$ cat src/rtl/expression_root_finder.sv
// ============================================================================
// Module   : expression_root_finder
// Brief    : Finds the smallest 8-bit signed X with A*X^2 + B*X + C == Y by
//            a multiplier-free finite-difference sweep over X = -128..127.
// Revision : 1.0 - initial release
// ============================================================================
`default_nettype none

module expression_root_finder (
    input  logic               clk,
    input  logic               rst,
    input  logic               start,
    input  logic signed [15:0] A,
    input  logic signed [15:0] B,
    input  logic signed [15:0] C,
    input  logic signed [15:0] Y,
    output logic signed [7:0]  X,
    output logic               found,
    output logic               busy,
    output logic               completed
);

    typedef enum logic [1:0] {
        S_IDLE = 2'd0,
        S_INIT = 2'd1,
        S_SCAN = 2'd2,
        S_DONE = 2'd3
    } state_t;

    localparam logic signed [7:0] C_X_FIRST = 8'sh80;
    localparam logic signed [7:0] C_X_LAST  = 8'sh7F;

    state_t             state_q, state_d;
    logic signed [15:0] a_q, a_d;
    logic signed [15:0] b_q, b_d;
    logic signed [15:0] c_q, c_d;
    logic signed [15:0] y_q, y_d;
    logic signed [33:0] p_q, p_d;
    logic signed [33:0] d_q, d_d;
    logic signed [7:0]  x_q, x_d;
    logic signed [7:0]  root_q, root_d;
    logic               found_q, found_d;

    // Sign-extended operands at the internal 34-bit width; the comparison is
    // done at full width so a 16-bit alias of P can never match.
    logic signed [33:0] w_a_ext;
    logic signed [33:0] w_b_ext;
    logic signed [33:0] w_c_ext;
    logic signed [33:0] w_y_ext;
    logic               w_match;

    assign w_a_ext = {{18{a_q[15]}}, a_q};
    assign w_b_ext = {{18{b_q[15]}}, b_q};
    assign w_c_ext = {{18{c_q[15]}}, c_q};
    assign w_y_ext = {{18{y_q[15]}}, y_q};
    assign w_match = (p_q == w_y_ext);

    always_ff @(posedge clk or negedge rst) begin
        if (!rst) begin
            state_q <= S_IDLE;
            a_q     <= '0;
            b_q     <= '0;
            c_q     <= '0;
            y_q     <= '0;
            p_q     <= '0;
            d_q     <= '0;
            x_q     <= '0;
            root_q  <= '0;
            found_q <= 1'b0;
        end else begin
            state_q <= state_d;
            a_q     <= a_d;
            b_q     <= b_d;
            c_q     <= c_d;
            y_q     <= y_d;
            p_q     <= p_d;
            d_q     <= d_d;
            x_q     <= x_d;
            root_q  <= root_d;
            found_q <= found_d;
        end
    end

    always_comb begin
        state_d = state_q;
        a_d     = a_q;
        b_d     = b_q;
        c_d     = c_q;
        y_d     = y_q;
        p_d     = p_q;
        d_d     = d_q;
        x_d     = x_q;
        root_d  = root_q;
        found_d = found_q;

        case (state_q)
            S_IDLE: begin
                if (start) begin
                    a_d     = A;
                    b_d     = B;
                    c_d     = C;
                    y_d     = Y;
                    state_d = S_INIT;
                end
            end
            S_INIT: begin
                // P(-128) and the first forward difference P(-127) - P(-128)
                x_d     = C_X_FIRST;
                p_d     = (w_a_ext <<< 14) - (w_b_ext <<< 7) + w_c_ext;
                d_d     = (w_a_ext - (w_a_ext <<< 8)) + w_b_ext;
                state_d = S_SCAN;
            end
            S_SCAN: begin
                if (w_match) begin
                    root_d  = x_q;
                    found_d = 1'b1;
                    state_d = S_DONE;
                end else if (x_q == C_X_LAST) begin
                    root_d  = '0;
                    found_d = 1'b0;
                    state_d = S_DONE;
                end else begin
                    p_d = p_q + d_q;
                    d_d = d_q + (w_a_ext <<< 1);
                    x_d = x_q + 8'sd1;
                end
            end
            S_DONE: begin
                state_d = S_IDLE;
            end
            default: begin
                state_d = S_IDLE;
            end
        endcase
    end

    assign X         = root_q;
    assign found     = found_q;
    assign busy      = (state_q == S_INIT) || (state_q == S_SCAN);
    assign completed = (state_q == S_DONE);

endmodule

`default_nettype wire
$ cat config.mk
export PLATFORM = sky130hd
export DESIGN_NAME = expression_root_finder
export DESIGN_NICKNAME = d
export VERILOG_FILES = /design/src/rtl/expression_root_finder.sv
export SDC_FILE = /design/constraint.sdc
export NUM_CORES = 1
export LEC_CHECK = 0
export CAP_MARGIN = 20
export CORE_ASPECT_RATIO = 1.75
export CORE_MARGIN = 1.5
export CORE_UTILIZATION = 62
export DETAILED_ROUTE_END_ITERATION = 16
export GPL_TIMING_DRIVEN = 0
export PLACE_DENSITY = 0.94
export SLEW_MARGIN = 25
export SYNTH_ARGS = -nofsm -noshare
export SYNTH_HDL_FRONTEND = slang
export SYNTH_SLANG_ARGS = --single-unit
$ cat constraint.sdc
create_clock -name clk -period 4.1 [get_ports clk]
set_input_delay 0.41 -clock clk [delete_from_list [all_inputs] [get_ports clk]]
set_output_delay 0.41 -clock clk [all_outputs]
set_load 0.1 [all_outputs]
==> results of run 1 <==
## metrics by stage
stage,std cells,area [sq um],setup TNS (ps),setup slack (ps),utilization
after floorplan,1565,13600,0,504,-
after global placement,1934,14700,-513120,-3390,0.684
after detailed placement,1935,14700,-4980,-445,0.685
after CTS,1968,15400,0,10.5,0.715
after global routing,1981,15500,-62.6,-62.6,0.721
final,1981,15500,0,65.1,0.721
## logic make-up (layout without fill, tap and decap cells)
kind of cell / count (synthesis) / after routing / synth area share
AOI/OAI and AO/OA: 488 / 488 / 0.228
and+or+nand+nor: 375 / 375 / 0.126
buffers and inverters: 182 / 306 / 0.0505
adders and majority gates: 173 / 173 / 0.178
DFF: 151 / 151 / 0.279
xor gates and xnor gates: 123 / 123 / 0.0794
muxes: 73 / 73 / 0.0599
## synth_stat cells (all sizes together), types with 4 or more instances
cell,count
a2111oi,4
a211oi,14
a21o,69
a21oi,135
a221oi,8
a22o,10
a311oi,5
a31oi,20
and2,8
and3,15
buf,6
clkbuf,40
dfrtp,151
fa,33
ha,140
inv,136
mux2,65
mux2i,8
nand2,134
nand2b,17
nand3,21
nand4,15
nor2,110
nor2b,19
nor3,14
nor4,10
o2111ai,4
o211ai,7
o21a,20
o21ai,128
o21bai,19
o221ai,4
o22ai,4
o31ai,8
or3,5
xnor2,67
xor2,56
## final cells by class
cell class                      count  area (sq um)
Multi-Input combinational cell   1232          9140
Fill cell                        1616          5990
Sequential cell                   151          3780
Timing Repair Buffer               93           918
Inverter                          136           518
Clock buffer                       17           425
Tap cell                          292           365
Clock inverter                     15           191
Buffer                             45           171
## critical path, cell delays in order (launching register included)
cell,delay (ps)
dfrtp_1,430
xor2_1,170
nor4_2,540
o21ai_0,180
nor4_1,560
and2_1,230
clkbuf_1,380
a21oi_1,300
clkbuf_1,430
buf_1,430
o21a_1,290
## registers in the layout, indices dropped and copies added (netlist names)
name,cells
X,8
a_q,16
b_q,16
c_q,16
d_q,34
found,1
p_q,34
state_q,2
x_q,8
y_q,16
## metal layers
metal  GRT usage  up-vias  part of all wire  routed length [microns]
met4       0.356        0             0.099                     4360
met5           0        -                 0                        0
met2       0.672      617              0.49                    21600
met1       0.413     6110              0.35                    15200
li1            -     5777                 -                        -
met3      0.0804      243             0.062                     2740
## final timing paths
kind	startpoint	end	slack [ps]	depth (start not counted)
max in group asynchronous	rst	a_q[15]	2760	3
worst min register to register	found	found	480	1
min in group clk	found	found	480	1
worst min-delay path	rst	c_q[4]	470	2
worst max-delay path	p_q[3]	p_q[22]	70	10
worst max register to register	p_q[3]	p_q[22]	70	10
## repair_timing
action / in CTS / in global routing
endpoints found under the setup margin: 35 / 32
hold buffers: 1 / 0
setup buffers: 0 / 14
gates cloned: 0 / 0
hold endpoints to repair: 57 / 0
pin swaps: 0 / 0
resized for setup: 5 / 8
==> results_dict.tcl, run 1 <==
set metrics [dict create \
    status "finished clean" \
    area_growth_syn_to_layout_pct 14.4 \
    hold_violations 0 \
    mostFrequentLayoutCells "149 x dfrtp_1, 140 x ha_1, 134 x inv_1, 134 x nand2_1, 132 x a21oi_1" \
    period_needed_ps 4030 \
    drive_gt1_frac 0.0787 \
    synth_nets 1805 \
    hold_slack_ps 470 \
    nets 1916 \
    slew_violations 0 \
    firstDrtPassIters 8 \
    die_w_microns 115 \
    dp_hpwl_microns 33100 \
    antenna_found_initial 0 \
    drc 0 \
    pin_count 78 \
    initial_utilization 0.631 \
    max_freq_mhz 248 \
    synthCells 1565 \
    ys_seq_area_frac 0.279 \
    cts_sinks 151 \
    diodes 0 \
    cap_violations 0 \
    syn_avg_cell_area_sq_um 8.66 \
    cts_tree "done" \
    worst_ep_arrival_time_ps 4390 \
    endpoint_kind "flop" \
    overflow 0 \
    dr.first_iter.drc_count 935 \
    worstHoldPathType "primary input to asynchronous set/reset pin" \
    crit_fanout 10 \
    fin_crit_sh 0.984 \
    die_y_microns 199 \
    clk_latency_ps 470 \
    slew_headroom 0.310 \
    critPathRequiredTime_ps 4450 \
    rows 71 \
    synth_area_leaders "dfrtp_1 28%, ha_1 13%, mux2_2 5.4%, a21oi_1 4.9%, fa_1 4.9%" \
    viasPerCell 6.43 \
    yosys.area.top_type "dfrtp_1" \
    num_vias 12700 \
    synth_seq_cells 151 \
    finClkSkew_ps 9.69 \
    ctsHtreeMaxLevel 4 \
    root_buffer "clkbuf_16" \
    synth_flop_cell "dfrtp_1" \
    worst_pin_slew_ps 1040 \
    crit_type "flop to flop" \
    final_antenna_net_count 0 \
    cts-buffers-inserted 17 \
    synthArstFlopShare 1.00 \
    cp-start-kind "flop" \
    grt_max_degree 95 \
    grt_usage 0.398 \
    synth_top_area_share 0.279 \
    gp_congestion 1.01 \
    synth_edf_count 0 \
    core_area_sq_um 21500 \
    yosys_warnings 0 \
    grt_pass1_vias 13000 \
    path_clk_slew_ps 60 \
    clk_path_buf_depth 2 \
    setup_viol_count_final 0 \
    layout_commonest_cell "dfrtp_1" \
    portBuffers 77 \
    netlist_area_sq_um 13600 \
    grt_pass1_wl_microns 68100 \
    wirelength_microns 43900 \
    ys_types 68 \
    wl_per_cell_microns 22.2 \
    die_area_sq_um 22800 \
]
Power of run 1 is left out: the tool's default activity adds up to more than one toggle a clock period on the data nets, which glitch-free logic cannot reach.
==> inputs of run 2 (changes only) <==
--- a/config.mk
+++ b/config.mk
@@ -8,10 +8,11 @@
 export CAP_MARGIN = 20
 export CORE_ASPECT_RATIO = 1.75
 export CORE_MARGIN = 1.5
-export CORE_UTILIZATION = 62
+export CORE_UTILIZATION = 63
+export CTS_BUF_LIST = sky130_fd_sc_hd__clkbuf_4 sky130_fd_sc_hd__clkbuf_8
 export DETAILED_ROUTE_END_ITERATION = 16
 export GPL_TIMING_DRIVEN = 0
-export PLACE_DENSITY = 0.94
+export PLACE_DENSITY = 0.95
 export SLEW_MARGIN = 25
 export SYNTH_ARGS = -nofsm -noshare
 export SYNTH_HDL_FRONTEND = slang
==> run 2 against run 1 <==
Clock-buffer cell count is 2 higher. Fmax is 2.2% higher. Cell count is 2.2% lower. Final area is 2.0% lower. Routed wire length is 2.0% lower. Register-to-register slack better by 90 ps. Critical path depth stayed put. Setup slack better by 87 ps.
==> results_dict.tcl, run 2 (same netlist as run 1, synthesis figures left out) <==
set metrics [dict create \
    viasPerCell 6.54 \
    dp_cells 1895 \
    crit_family "simple AND/OR/NAND/NOR gates" \
    critPathRequiredTime_ps 4480 \
    dp_hpwl_microns 33100 \
    cts_tree "done" \
    num_vias 12700 \
    finalNonFillerCells 1937 \
    worst_pin_slew_ps 1010 \
    core_area_sq_um 21000 \
    drive_gt1_frac 0.0783 \
    fin_crit_sh 0.963 \
    crit_slowest_cell "nor4_2" \
    nets 1916 \
    crit_path_cell_trace "xor2_1 -> nor4_2 -> o21ai_0 -> nor4_2 -> and2_1 -> clkbuf_1 -> a21oi_1 -> clkbuf_2 -> buf_1 -> o21a_1" \
    portBuffers 77 \
    root_buffer "clkbuf_8" \
    hold_violations 0 \
    layout_commonest_cell "dfrtp_1" \
    slew_violations 0 \
    dr.first_iter.drc_count 1025 \
    endpoint_kind "flop" \
    clk_path_buf_depth 2 \
    area_growth_syn_to_layout_pct 12.0 \
    reg2reg_from "y_q[3]" \
    cp_num_buf_inv 3 \
    grt_pass1_wl_microns 67200 \
    die_y_microns 197 \
    rows 70 \
    firstDrtPassIters 5 \
    wirelength_microns 43000 \
    cts_sinks 151 \
    diodes 0 \
    clk_latency_ps 500 \
    crit_path_start "y_q[3]" \
    antenna_found_initial 0 \
    die_area_sq_um 22400 \
    drc 0 \
    grt_pass1_vias 13100 \
    ctsHtreeMaxLevel 4 \
    grt_max_degree 78 \
    cap_violations 0 \
    crit_type "flop to flop" \
    mostFrequentLayoutCells "149 x dfrtp_1, 140 x ha_1, 134 x inv_1, 134 x nand2_1, 132 x a21oi_1" \
    path_clk_slew_ps 90 \
    cp-start-kind "flop" \
    final_antenna_net_count 0 \
    worstHoldPathType "primary input to asynchronous set/reset pin" \
    overflow 0 \
    rsz0062_at_grt "no" \
    worst_ep_arrival_time_ps 4330 \
    initial_utilization 0.645 \
    top_regs "d_q x34, p_q x34" \
    die_w_microns 114 \
    crit_fanout 10 \
    critPathMostFrequentCell "nor4_2" \
    status "finished clean" \
    slew_headroom 0.322 \
    grt_usage 0.392 \
    max_freq_mhz 253 \
    wl_per_cell_microns 22.2 \
    critPathMaxStageDelay_ps 580 \
    pin_count 78 \
    gp_congestion 0.983 \
    cts-buffers-inserted 17 \
    setup_viol_count_final 0 \
    finClkSkew_ps 11.5 \
    period_needed_ps 3950 \
]
## run 2: changes by cell type in the layout (fill, tap and decap cells not counted), moves of 2 or more
cell | before | now
inv_6 | 5 | 0
clkinvlp_4 | 4 | 7
clkinv_4 | 3 | 0
clkbuf_16 | 17 | 0
clkbuf_2 | 0 | 2
clkbuf_8 | 0 | 18
bufinv_16 | 3 | 1
clkinv_2 | 1 | 3
## run 2: metal layers
layer  vias up  part of all wire  GRT usage
met4         0             0.096      0.322
met3       219             0.051     0.0608
met1      6099              0.35      0.414
met2       578              0.50      0.679
met5         -                 0          0
li1       5765                 -          -
## run 2: layout make-up
class	count	area [sq um]
buffer	46	178
clock buffer	19	255
clock inverter	9	82.6
fill	1574	5830
inverter	136	518
multi-input combinational	1232	9150
sequential	151	3780
tap	252	315
timing repair buffer	92	911
## run 2: repair_timing
| action | 4_1_cts | 5_1_grt |
|---|---|---|
| hold buffers | 1 | 0 |
| resized for setup | 6 | 12 |
| gates cloned | 0 | 0 |
| endpoints found under the setup margin | 49 | 33 |
| hold endpoints to repair | 76 | 0 |
| buffers inserted | 0 | 13 |
## run 2: metrics by stage
step / utilization / hold WS [ps] / TNS (ps) / worst slack [ps] / area (sq um)
after floorplan: - / 114 / 0 / 504 / 13600
final: 0.723 / 492 / 0 / 152 / 15200
after CTS: 0.716 / 494 / 0 / 25.9 / 15000
after global routing: 0.723 / 514 / 0 / 27.1 / 15200
after detailed placement: 0.698 / 432 / -10110 / -440 / 14700
after global placement: 0.697 / 460 / -526670 / -3470 / 14600
## run 2: worst paths after layout
check,to,slack (ps),depth (start not counted)
max,d_q[29],150,10
min,x_q[2],490,2
max reg2reg,d_q[29],150,10
min reg2reg,found,490,1
max in group asynchronous,a_q[11],2780,3
min in group clk,found,490,1
Power of run 2 is left out for the same reason.
